## src/rtl/modn_updown_counter_if.sv

```systemverilog
// Control and status bundle for the modulo-N up/down counter.
interface modn_updown_counter_if #(
  parameter int WIDTH = 4
);
  logic             enable;
  logic             load;
  logic             mode;
  logic [WIDTH-1:0] din;
  logic [WIDTH-1:0] count;
  logic             tc;
  logic             wrap;
  logic             load_err;

  modport master (
    output enable, load, mode, din,
    input  count, tc, wrap, load_err
  );

  modport slave (
    input  enable, load, mode, din,
    output count, tc, wrap, load_err
  );
endinterface

```

## src/rtl/modn_updown_counter.sv

```systemverilog
// Loadable modulo-N up/down counter with wrap/saturate, load range check and
// a combinational terminal-count output for cascading digits.
module modn_updown_counter #(
  parameter int WIDTH     = 4,
  parameter int MODULUS   = 12,
  parameter int RESET_VAL = 0,
  parameter int SATURATE  = 0
) (
  input  logic                  clock,
  input  logic                  reset,
  modn_updown_counter_if.slave  bus
);

  if (MODULUS < 2 || MODULUS > (1 << WIDTH) || RESET_VAL < 0 || RESET_VAL >= MODULUS) begin : g_bad_param
    $error("modn_updown_counter: illegal MODULUS or RESET_VAL");
  end

  localparam logic [WIDTH:0]   MOD_W  = (WIDTH+1)'(MODULUS);
  localparam logic [WIDTH:0]   MOD_M1 = (WIDTH+1)'(MODULUS - 1);
  localparam logic [WIDTH-1:0] RST_C  = WIDTH'(RESET_VAL);
  localparam logic             SAT    = (SATURATE != 0);

  logic [WIDTH-1:0] count_p0;
  logic             wrap_p0;
  logic             load_err_p0;
  logic             at_max;
  logic             at_min;
  logic             din_ok;

  // Terminal handling is decided from the extended result, never from a
  // natural WIDTH-bit overflow, so MODULUS = 2^WIDTH behaves like any other.
  function automatic logic [WIDTH-1:0] step_up(input logic [WIDTH:0] c);
    logic [WIDTH:0] s;
    s = c + 1'b1;
    if (s == MOD_W) s = SAT ? c : '0;
    return s[WIDTH-1:0];
  endfunction

  function automatic logic [WIDTH-1:0] step_down(input logic [WIDTH:0] c);
    logic [WIDTH:0] s;
    s = c - 1'b1;
    if (s[WIDTH]) s = SAT ? c : MOD_M1;
    return s[WIDTH-1:0];
  endfunction

  assign at_max = ({1'b0, count_p0} == MOD_M1);
  assign at_min = (count_p0 == '0);
  assign din_ok = ({1'b0, bus.din} < MOD_W);

  always_ff @(posedge clock or posedge reset) begin
    if (reset) begin
      count_p0    <= RST_C;
      wrap_p0     <= 1'b0;
      load_err_p0 <= 1'b0;
    end else if (bus.load) begin
      wrap_p0 <= 1'b0;
      if (din_ok) begin
        count_p0    <= bus.din;
        load_err_p0 <= 1'b0;
      end else begin
        load_err_p0 <= 1'b1;
      end
    end else if (bus.enable) begin
      load_err_p0 <= 1'b0;
      if (bus.mode) begin
        count_p0 <= step_up({1'b0, count_p0});
        wrap_p0  <= at_max & ~SAT;
      end else begin
        count_p0 <= step_down({1'b0, count_p0});
        wrap_p0  <= at_min & ~SAT;
      end
    end else begin
      wrap_p0     <= 1'b0;
      load_err_p0 <= 1'b0;
    end
  end

  assign bus.count    = count_p0;
  assign bus.wrap     = wrap_p0;
  assign bus.load_err = load_err_p0;
  assign bus.tc       = ~reset & bus.enable &
                        ((bus.mode & at_max) | (~bus.mode & at_min));

endmodule

```

## src/flat_wrapper.sv

```systemverilog
// flat-port wrapper written by rule: the top's interface ports become plain ports
module modn_updown_counter_flat 
#(
  parameter int WIDTH     = 4,
  parameter int MODULUS   = 12,
  parameter int RESET_VAL = 0,
  parameter int SATURATE  = 0
)
  (clock, reset, bus_enable, bus_load, bus_mode, bus_din, bus_count, bus_tc, bus_wrap, bus_load_err);
  modn_updown_counter_if #(.WIDTH(WIDTH)) bus_i ();
  input  logic clock;
  input  logic reset;
  input wire logic [$bits(bus_i.enable)-1:0] bus_enable;
  input wire logic [$bits(bus_i.load)-1:0] bus_load;
  input wire logic [$bits(bus_i.mode)-1:0] bus_mode;
  input wire logic [$bits(bus_i.din)-1:0] bus_din;
  output wire logic [$bits(bus_i.count)-1:0] bus_count;
  output wire logic [$bits(bus_i.tc)-1:0] bus_tc;
  output wire logic [$bits(bus_i.wrap)-1:0] bus_wrap;
  output wire logic [$bits(bus_i.load_err)-1:0] bus_load_err;
  assign bus_i.enable = bus_enable;
  assign bus_i.load = bus_load;
  assign bus_i.mode = bus_mode;
  assign bus_i.din = bus_din;
  assign bus_count = bus_i.count;
  assign bus_tc = bus_i.tc;
  assign bus_wrap = bus_i.wrap;
  assign bus_load_err = bus_i.load_err;
  modn_updown_counter #(.WIDTH(WIDTH), .MODULUS(MODULUS), .RESET_VAL(RESET_VAL), .SATURATE(SATURATE)) u_core (.clock(clock), .reset(reset), .bus(bus_i));
endmodule
```

## config.mk

```make
export PLATFORM = sky130hd
export DESIGN_NAME = modn_updown_counter_flat
export DESIGN_NICKNAME = d
export VERILOG_FILES = /design/src/rtl/modn_updown_counter_if.sv /design/src/rtl/modn_updown_counter.sv /design/src/flat_wrapper.sv
export SDC_FILE = /design/constraint.sdc
export NUM_CORES = 1
export LEC_CHECK = 0
export CELL_PAD_IN_SITES_DETAIL_PLACEMENT = 0
export CELL_PAD_IN_SITES_GLOBAL_PLACEMENT = 1
export CORE_UTILIZATION = 29
export CTS_BUF_LIST = sky130_fd_sc_hd__clkbuf_4
export DETAILED_ROUTE_END_ITERATION = 10
export PLACE_DENSITY_LB_ADDON = 0.1
export SLEW_MARGIN = 25
export SYNTH_ARGS = -nofsm -noshare
export SYNTH_HDL_FRONTEND = slang
export SYNTH_SLANG_ARGS = --single-unit
```

## constraint.sdc

```tcl
create_clock -name clock -period 1.7 [get_ports clock]
set_clock_uncertainty 0.2 [all_clocks]
set_input_delay 0.34 -clock clock [delete_from_list [all_inputs] [get_ports clock]]
set_output_delay 0.34 -clock clock [all_outputs]
set_load 0.05 [all_outputs]
```

==> impl_metrics.py <==
metrics = {
    "route": {
        "dr_total_vias": 532,
        "antenna_left": 0,
        "firstDrtPassIters": 4,
        "vias_per_cell": 5.115,
        "routed_wl_um": 1327,
        "drt_iter0_drc": 7,
        "wl_per_cell_um": 12.76,
        "drc": 0,
    },
    "floorplanning": {
        "dieArea_um2": 1710,
        "start_util_pct": 32.88,
        "row_count": 13,
        "die_h_um": 41.36,
        "coreArea_um2": 1366,
        "io_pins": 16,
        "die_w_um": 41.36,
    },
    "cells_and_area": {
        "layout.nets": 101,
        "layout_commonest_cell": "buf_4",
        "multi_input_area_um2": 335.3,
        "area_delta_synth_final_pct": 105.3,
        "seqCellArea_um2": 153.9,
        "drive_gt1_share_pct": 50.56,
        "n_antenna_cell": 0,
        "nFillCells": 120,
        "fin_cells": 104,
        "layout_common_cells": "buf_4 (17), clkdlybuf4s50_1 (7), buf_12 (7)",
    },
    "synth": {
        "ys_ff_latch": 6,
        "synth_cells": 53,
        "syn_avg_cell_area_um2": 8.475,
        "yosysTopAreaCell": "dfrtp_1",
        "syn_nets": 64,
        "yosys_warnings": 0,
        "syn-cell-area_um2": 449.2,
        "synth_top_area_share_pct": 33.43,
        "ys_types": 27,
        "synthArstFlopShare_pct": 100.0,
        "ys_seq_area_share_pct": 33.43,
        "yosys-top-cells-area": "dfrtp_1 (33%), inv_1 (5.8%), ha_1 (5.6%), mux2i_1 (4.5%), a31oi_1 (4.2%)",
        "ys.flop_type": "dfrtp_1",
        "synth_edf_count": 0,
    },
    "grt": {
        "grt.overflow.total": 0,
        "antenna_found_initial": 0,
        "grt_pass1_wl_um": 1932,
        "grt_pass1_vias": 412,
        "grt_max_degree": 11,
        "grt_usage_pct": 18.55,
    },
    "placement": {
        "dp.cells": 96,
        "portBuffers": 15,
        "place.gp.congestion": 0.8417,
        "dp_hpwl_um": 936.7,
    },
    "sta": {
        "drv_slew": 0,
        "min_period_over_period_pct": 117.8,
        "finalSetupTns_ns": -0.5017,
        "slew_headroom_pct": 79.93,
        "fmax_mhz": 499.6,
        "worst_pin_slew_ns": 0.3010,
        "whs_ns": 0.1767,
        "hold_viol_final": 0,
        "rsz0062_at_grt": "true",
        "fin_ws_ns": -0.3018,
        "fin_crit_ns": 2.002,
        "report.final.setup_viol": 3,
    },
    "critical_path": {
        "r2r_slack_ns": -0.14,
        "required_ns": 1.16,
        "crit_path_max_fanout": 3,
        "cp-start-kind": "register",
        "crit_path_start": "u_core.bus.count[1]$_DFFE_PP0P_",
        "arrival_ns": 1.46,
        "endpoint_kind": "output pin",
        "r2r-start": "u_core.bus.count[0]$_DFFE_PP0P_",
        "crit_type": "reg2out",
    },
    "min_path": {
        "hold_class": "in2async",
    },
    "pwr": {
        "p_per_area_nw_per_um2": 901.0,
        "vdd.ir_drop.worst_uv": 340.2,
        "p_leak_uw": 0.0004309,
    },
    "clock_network": {
        "cts.sinks": 6,
        "clock_path_buffers": 2,
        "htree_levels": 1,
        "path_clk_slew_ns": 0.06,
        "cts_root_buffer": "clkbuf_4",
        "cts_tree": "yes",
        "cts_buffers": 3,
        "insertion_delay_ns": 0.26,
    },
    "flow_run": {
        "maxCapViolations": 0,
    },
    "run_status": {
        "violations": "setup timing",
        "status": "finished with violations",
    },
}
-- stage by stage --
stage	cell area [µm²]	util (%)	setup slack, ns	total power (µW)
floorplan	480.5	-	-0.2474	404.0
global placement	817.0	59.80	-0.3937	599.5
detailed placement	817.0	59.80	-0.3937	602.0
CTS	888.4	65.02	-0.2850	801.2
global route	922.1	67.49	-0.3606	887.5
finish	922.1	67.49	-0.3018	830.8
-- state kept, by name, indices dropped and copies added (netlist names) --
name / count
u_core.bus.wrap: 1
u_core.bus.load_err: 1
u_core.bus.count: 4
-- final cells by class --
type                       instances  area share [%]
timing repair buffer              33           38.81
multi-input combinational         39           36.36
sequential                         6           16.69
clock buffer                       4           3.256
inverter                           7           2.849
tap                               15           2.035
-- path summary, 6_finish.rpt --
| kind | to | cells past startpoint |
|---|---|---|
| setup / recovery | bus_tc | 7 |
| hold / removal | u_core.bus.wrap$_DFF_PP0_ | 2 |
| setup reg to reg | u_core.bus.count[3]$_DFFE_PP0P_ | 6 |
| hold reg to reg | u_core.bus.count[1]$_DFFE_PP0P_ | 3 |
| max in group asynchronous | u_core.bus.count[0]$_DFFE_PP0P_ | 2 |
| min in group clock | u_core.bus.wrap$_DFF_PP0_ | 5 |
-- cell usage after synthesis, types with 2 or more instances --
| cell | count |
|---|---|
| ha_1 | 2 |
| dfrtp_1 | 6 |
| nand2b_1 | 2 |
| nand2_1 | 3 |
| a21oi_1 | 3 |
| inv_1 | 7 |
| mux2i_1 | 2 |
| nand3_1 | 3 |
| a31oi_1 | 3 |
| nor2_1 | 4 |
| or2b_1 | 2 |
-- worst max-delay path, stage by stage (launching register included) --
cell and delay [ns]:
dfrtp_2 0.42, inv_2 0.08, ha_4 0.15, nand2b_4 0.06, o21ai_2 0.11, nand3_2 0.10
nor2_4 0.14, buf_12 0.14
-- where the power goes --
group	leakage, µW	total [µW]	switching [µW]	internal (µW)
logic	0.000342	462	213	249
clock network	0.0000184	164	59.0	105
registers	0.0000709	204	39.4	165
total	0.000431	831	311	519
-- kinds of logic after synthesis --
group,count (synthesis),synth area share (%)
XOR/XNOR,1,1.950
AND/OR/NAND/NOR,19,25.07
flip-flops,6,33.43
multiplexers,2,4.457
AO/OA/AOI/OAI,15,22.01
adder cells (fa/ha/maj),2,5.570
buffers and inverters,8,7.523
-- per-layer routing --
layer / track usage (%) / wire (µm)
met1: 23.43 / 622
met2: 27.73 / 651
met3: 6.383 / 48
met4: 9.677 / 5
met5: 0 / 0
-- what timing repair did --
item                                    4_1_cts  5_1_grt
cloned                                        0        0
pin swaps                                     8        9
resized for setup                             4        7
hold buffers                                  0        0
setup buffers                                 4        3
endpoints found under the setup margin        3        4
Power figures use the tool's default switching activity.
